--- config.mk ---
export PLATFORM = sky130hd
export DESIGN_NAME = bratcr_ctrl
export DESIGN_NICKNAME = d
export VERILOG_FILES = /design/src/rtl/bratcr_ctrl_pkg.sv /design/src/rtl/bratcr_alloc.sv /design/src/rtl/bratcr_ctrl.sv
export SDC_FILE = /design/constraint.sdc
export NUM_CORES = 1
export LEC_CHECK = 0
export BUFFER_PORTS_ARGS = -buffer_cell sky130_fd_sc_hd__buf_2
export CAP_MARGIN = 20
export CORE_AREA = 5 5 82 84
export CTS_BUF_LIST = sky130_fd_sc_hd__clkbuf_4 sky130_fd_sc_hd__clkbuf_8
export CTS_CLUSTER_SIZE = 20
export DETAILED_ROUTE_END_ITERATION = 8
export DIE_AREA = 0 0 87 89
export GPL_TIMING_DRIVEN = 0
export PLACE_DENSITY = 0.68
export SLEW_MARGIN = 20
export SYNTH_ARGS = -nofsm -noshare
export SYNTH_HDL_FRONTEND = slang
export SYNTH_SLANG_ARGS = --single-unit
--- constraint.sdc ---
create_clock -name clk -period 5.5 [get_ports clk]
set_input_delay 0.55 -clock clk [delete_from_list [all_inputs] [get_ports clk]]
set_output_delay 0.55 -clock clk [all_outputs]
set_load 0.01 [all_outputs]
--- src/rtl/bratcr_ctrl_pkg.sv ---
// Shared sizing, slot record and FSM encoding for the branch RAT copy
// register (BRATCR) checkpoint controller.
package bratcr_ctrl_pkg;

   localparam int ISSUE_WIDTH_MAX     = 2;
   localparam int ROB_MAX_RETIRE      = 2;
   localparam int ROB_SIZE_CLOG       = 5;
   localparam int BRATCR_NUM_ETY      = 4;
   localparam int BRATCR_NUM_ETY_CLOG = 2;

   typedef logic [BRATCR_NUM_ETY_CLOG-1:0] slot_idx_t;
   typedef logic [BRATCR_NUM_ETY_CLOG:0]   slot_cnt_t;
   typedef logic [ROB_SIZE_CLOG-1:0]       robid_t;

   typedef struct packed {
      logic   valid;
      robid_t robid;
   } bratcr_ctl_t;

   typedef enum logic [1:0] {
      RUN     = 2'd0,
      RESTORE = 2'd1,
      RESUME  = 2'd2
   } bratcr_state_t;

endpackage

--- src/rtl/bratcr_alloc.sv ---
// Lane-to-slot assignment for newly issued branches plus the all-or-nothing
// full check against the registered occupancy.
module bratcr_alloc
   import bratcr_ctrl_pkg::*;
(
   input  logic [ISSUE_WIDTH_MAX-1:0]                          branch_val_id,
   input  slot_idx_t                                           tail,
   input  slot_cnt_t                                           count,
   input  logic                                                alloc_allow,
   output logic [ISSUE_WIDTH_MAX-1:0]                          wr_en,
   output logic [ISSUE_WIDTH_MAX-1:0][BRATCR_NUM_ETY_CLOG-1:0] wr_idx,
   output slot_cnt_t                                           n_req,
   output logic                                                full
);

   slot_cnt_t below;
   logic [BRATCR_NUM_ETY_CLOG+1:0] demand;

   // Each lane's slot is offset from tail by the number of valid lanes below it.
   always_comb begin
      below = '0;
      for (int k = 0; k < ISSUE_WIDTH_MAX; k++) begin
         wr_idx[k] = tail + below[BRATCR_NUM_ETY_CLOG-1:0];
         below     = below + slot_cnt_t'(branch_val_id[k]);
      end
      n_req = below;
   end

   assign demand = {1'b0, count} + {1'b0, n_req};
   assign full   = demand > (BRATCR_NUM_ETY_CLOG+2)'(BRATCR_NUM_ETY);
   assign wr_en  = (alloc_allow && !full) ? branch_val_id : '0;

endmodule

--- src/rtl/bratcr_ctrl.sv ---
// Circular-queue allocator for RAT checkpoints: in-order allocate at tail,
// oldest-first free at head, and mispredict truncation with a restore FSM.
module bratcr_ctrl
   import bratcr_ctrl_pkg::*;
(
   input  logic                                                clk,
   input  logic                                                rst,
   input  logic [ISSUE_WIDTH_MAX-1:0]                          branch_val_id,
   input  logic [ROB_SIZE_CLOG-1:0]                            rob_is_ptr,
   input  logic [ROB_MAX_RETIRE-1:0]                           branch_ret,
   input  logic                                                mispredict_val,
   input  logic [ROB_SIZE_CLOG-1:0]                            mispredict_robid,
   output logic [ISSUE_WIDTH_MAX-1:0]                          ckpt_wr_en,
   output logic [ISSUE_WIDTH_MAX-1:0][BRATCR_NUM_ETY_CLOG-1:0] ckpt_wr_idx,
   output logic                                                restore_en,
   output logic [BRATCR_NUM_ETY_CLOG-1:0]                      restore_idx,
   output logic                                                stall_id,
   output logic [BRATCR_NUM_ETY_CLOG:0]                        ckpt_count,
   output logic                                                mispredict_err
);

   bratcr_state_t state;
   slot_idx_t     head;
   slot_idx_t     tail;
   slot_cnt_t     count;
   bratcr_ctl_t   slots     [BRATCR_NUM_ETY];
   bratcr_ctl_t   slots_nxt [BRATCR_NUM_ETY];

   slot_cnt_t n_req;
   slot_cnt_t n_free;
   slot_cnt_t n_alloc;
   logic      full;
   logic      in_run;
   logic      mp_take;
   logic      mp_hit;
   slot_idx_t mp_slot;
   slot_idx_t mp_dist;
   slot_idx_t age;

   assign in_run  = (state == RUN);
   assign mp_take = in_run && mispredict_val;

   bratcr_alloc u_alloc (
      .branch_val_id (branch_val_id),
      .tail          (tail),
      .count         (count),
      .alloc_allow   (in_run && !mispredict_val),
      .wr_en         (ckpt_wr_en),
      .wr_idx        (ckpt_wr_idx),
      .n_req         (n_req),
      .full          (full)
   );

   assign n_alloc    = (|ckpt_wr_en) ? n_req : '0;
   assign stall_id   = !in_run || full;
   assign ckpt_count = count;
   assign mp_dist    = mp_slot - head;

   always_comb begin
      n_free = '0;
      for (int r = 0; r < ROB_MAX_RETIRE; r++) begin
         n_free = n_free + slot_cnt_t'(branch_ret[r]);
      end
   end

   always_comb begin
      mp_hit  = 1'b0;
      mp_slot = '0;
      for (int i = 0; i < BRATCR_NUM_ETY; i++) begin
         if (slots[i].valid && (slots[i].robid == mispredict_robid)) begin
            mp_hit  = 1'b1;
            mp_slot = slot_idx_t'(i);
         end
      end
   end

   // Frees come first, then fresh allocations, then mispredict truncation of
   // everything at or younger than the matching slot (age measured from head).
   always_comb begin
      age = '0;
      for (int i = 0; i < BRATCR_NUM_ETY; i++) begin
         slots_nxt[i] = slots[i];
      end
      for (int r = 0; r < ROB_MAX_RETIRE; r++) begin
         if (slot_cnt_t'(r) < n_free) begin
            slots_nxt[head + slot_idx_t'(r)].valid = 1'b0;
         end
      end
      for (int k = 0; k < ISSUE_WIDTH_MAX; k++) begin
         if (ckpt_wr_en[k]) begin
            slots_nxt[ckpt_wr_idx[k]].valid = 1'b1;
            slots_nxt[ckpt_wr_idx[k]].robid = rob_is_ptr + robid_t'(k);
         end
      end
      if (mp_take && mp_hit) begin
         for (int i = 0; i < BRATCR_NUM_ETY; i++) begin
            age = slot_idx_t'(i) - head;
            if (age >= mp_dist) begin
               slots_nxt[i].valid = 1'b0;
            end
         end
      end
   end

   always_ff @(posedge clk) begin
      if (rst) begin
         state          <= RUN;
         head           <= '0;
         tail           <= '0;
         count          <= '0;
         restore_en     <= 1'b0;
         restore_idx    <= '0;
         mispredict_err <= 1'b0;
         for (int i = 0; i < BRATCR_NUM_ETY; i++) begin
            slots[i] <= '0;
         end
      end else begin
         slots          <= slots_nxt;
         head           <= head + n_free[BRATCR_NUM_ETY_CLOG-1:0];
         restore_en     <= 1'b0;
         mispredict_err <= 1'b0;
         if (mp_take && mp_hit) begin
            tail  <= mp_slot;
            count <= slot_cnt_t'(mp_dist) - n_free;
         end else begin
            tail  <= tail + n_alloc[BRATCR_NUM_ETY_CLOG-1:0];
            count <= count + n_alloc - n_free;
         end
         case (state)
            RUN: begin
               if (mp_take && mp_hit) begin
                  state       <= RESTORE;
                  restore_en  <= 1'b1;
                  restore_idx <= mp_slot;
               end else if (mp_take) begin
                  mispredict_err <= 1'b1;
               end
            end
            RESTORE: state <= RESUME;
            RESUME:  state <= RUN;
            default: state <= RUN;
         endcase
      end
   end

   // Retiring more branches than are checkpointed means the ROB and this
   // controller have lost sync.
   always_ff @(posedge clk) begin
      if (!rst) begin
         assert (n_free <= count);
      end
   end

endmodule

==> out/qor.txt <==
Core area - 5850 um^2
Clk_lat worst skew - 290 ps
Worst Hold Class - flip-flop to flip-flop
Starting Density - 0.443
Critical path fanouts, max - 10
Final setup viols - 0
Worst path max stage delay - 430 ps
Crit start category - input port
Mapped Cells - 316
Final instance area - 2920 um^2
TritonCTS Buffers - 5
Power per cell area - 343 nW/um^2
Layout cells sized above 1 - 0.151
GRT overflow - 0
Max Fclk - 247 MHz
Synth area leaders - dfxtp_1, ha_1, nor2_1, xor2_1, a211oi_1
Setup TNS - 0 ps
Die Wd - 87 um
Max Buffers Root-to-Sink - 2
CTS root buf - clkbuf_8
Top cell type's share of synthesized area - 0.286
Number of global-route vias before repair - 2050
Port-buffer cells - 28
DR vias/cell - 5.51
Sequential fraction of the synthesis area - 0.286
Setup CP Type - input port to flip-flop
GR Util All Layers - 0.175
Area after DPL - 2830 um^2
Area Growth Syn to Fin - 12.5%
Crit end category - flip-flop
Cells after DPL - 419
CTS sink cnt - 37
Critical path, cell by cell - buf_2 > ha_1 > ha_1 > fa_1 > nor2_1 > o221ai_1 > nor2_1 > clkbuf_1 > nand3_1 > ha_1 > inv_1 > ha_1 > fa_1 > xnor2_1 > xnor2_1 > o31ai_1
TritonCTS clock tree - yes
Rows - 28
Max-cap violations - 0
Final hold vios - 0
Synth Area per Inst - 8.20 um^2
Crit path DAT - 4250 ps
Avg WL per Cell - 15.2 um
Final net count - 395
H-tree levels - 2
Layout fillers - 566
First-pass GRT wire length - 10.5 mm
Reg area - 741 um^2
Skew final - 10.3 ps
Hold_buf cts - 0
Cell with the most instances after synthesis - nor2_1
Min Tclk post-route - 4050 ps
Critical-path top delay cell - fa_1
Worst Path Required - 5700 ps
Final std cells w/o fill - 426
Yosys warnings - 0
Area of the multi-input gates - 1740 um^2
Number of antenna violations at the first check in global routing - 0
Max VDD drop - 166 uV
Final Cycle Share - 0.736
Synthesis-stage register bit count - 37
Post-synth top flop - dfxtp_1
Slew headroom - 0.639
DP Wirelength - 5.02 mm
Syn Nets - 360
TritonRoute pass-1 iters - 5
Routed via count - 2347
EDFF count, synth - 0
Async set or reset register ratio after synthesis - 0
CTS resizes - 0
Diode count - 0
Outcome - finished, final reports clean
Post-DRT Antenna Nets - 0
Most used cell, CP - ha_1
Netlist cell types - 42
Full die area - 7740 um^2
Synth cell count leaders - nor2_1, dfxtp_1, a21oi_1
Largest area contributor in the netlist - dfxtp_1
Post-CTS Setup Inserts - 0
Worst slew pin tran - 541 ps
Slew Viols, Final - 0
Post-Syn Area - 2590 um^2
Placer Congestion - 0.883
Largest net degree at the start of global routing - 11
Die height - 89 um
Worst-path clk slew - 80 ps
Routed wire length - 6.48 mm
IO Count - 31
Detailed Route Iter0 Violations - 142
RSZ-0062 raised after global routing - false
Drt drc - 0
Leakage Power - 1.19 nW
==> sequential cells by signal (all words and copies together), names as in the netlist <==
signal,flops
restore_idx,2
head,2
slots,24
mispredict_err,1
tail,2
state,2
ckpt_count,3
restore_en,1
==> layer usage <==
| layer | up-vias | global-route usage | share of wire |
|---|---|---|---|
| li1 | 1188 | - | - |
| met1 | 1067 | 0.245 | 0.48 |
| met2 | 82 | 0.276 | 0.45 |
| met3 | 10 | 0.0221 | 0.053 |
| met4 | 0 | 0.0623 | 0.021 |
| met5 | - | 0 | 0 |
==> critical path: cells and delay by family <==
| family | cells | cell delay (ps) |
|---|---|---|
| buf+inv | 3 | 600 |
| fa+ha+maj | 6 | 1830 |
| compound gates | 2 | 350 |
| simple gates | 3 | 640 |
| xor+xnor | 2 | 290 |
==> worst paths after layout <==
check	from	to	slack [ps]	cells after the start
setup / recovery	branch_val_id[0]	ckpt_count[2]	1450	16
hold / removal	state[1]	state[1]	420	1
setup reg to reg	ckpt_count[0]	ckpt_count[2]	1820	14
hold reg to reg	state[1]	state[1]	420	1
==> layout make-up <==
cell class | count | share of cell area
Timing Repair Buffer | 28 | 0.0480
Sequential cell | 37 | 0.254
Buffer | 10 | 0.0163
Tap cell | 75 | 0.0322
Multi-Input combinational cell | 251 | 0.595
Inverter | 18 | 0.0232
Clock buffer | 7 | 0.0309
==> power by group <==
group	switching, mW	leakage [nW]	internal [mW]
Sequential	0.0436	0.302	0.312
Clock	0.0949	0.0477	0.104
Combinational	0.259	0.844	0.187
==> layout by cell type (no fill, tap or decap), types with 5 or more instances in the layout <==
| master | count |
|---|---|
| o22ai_1 | 12 |
| nand3_1 | 10 |
| a211oi_1 | 17 |
| or3_1 | 5 |
| inv_1 | 18 |
| xnor2_1 | 13 |
| clkbuf_8 | 6 |
| xor2_1 | 16 |
| nor2b_1 | 6 |
| or2_2 | 6 |
| clkbuf_1 | 5 |
| nor3_1 | 5 |
| buf_2 | 30 |
| a21oi_1 | 25 |
| dfxtp_1 | 37 |
| nand2_1 | 15 |
| nor2_1 | 48 |
| ha_1 | 23 |
==> metrics by stage <==
| stage | hold WS [ps] | total power, mW | util | setup WS [ps] |
|---|---|---|---|---|
| 6_report | 422 | 1.00 | 0.499 | 1450 |
| 5_1_grt | 440 | 1.08 | 0.499 | 1100 |
| 4_1_cts | 424 | 1.00 | 0.499 | 1440 |
| 3_5_place_dp | 415 | 0.805 | 0.483 | 1140 |
| 3_3_place_gp | 407 | 0.793 | 0.483 | 1180 |
| 2_1_floorplan | 399 | 0.683 | - | 1660 |
==> kinds of logic after synthesis <==
kind of cell	share of synthesized area
AOI/OAI and AO/OA	0.210
xor gates and xnor gates	0.111
adders and majority gates	0.142
buffers and inverters	0.0444
DFF	0.286
and+or+nand+nor	0.208
(Power assumes the default switching activity.)
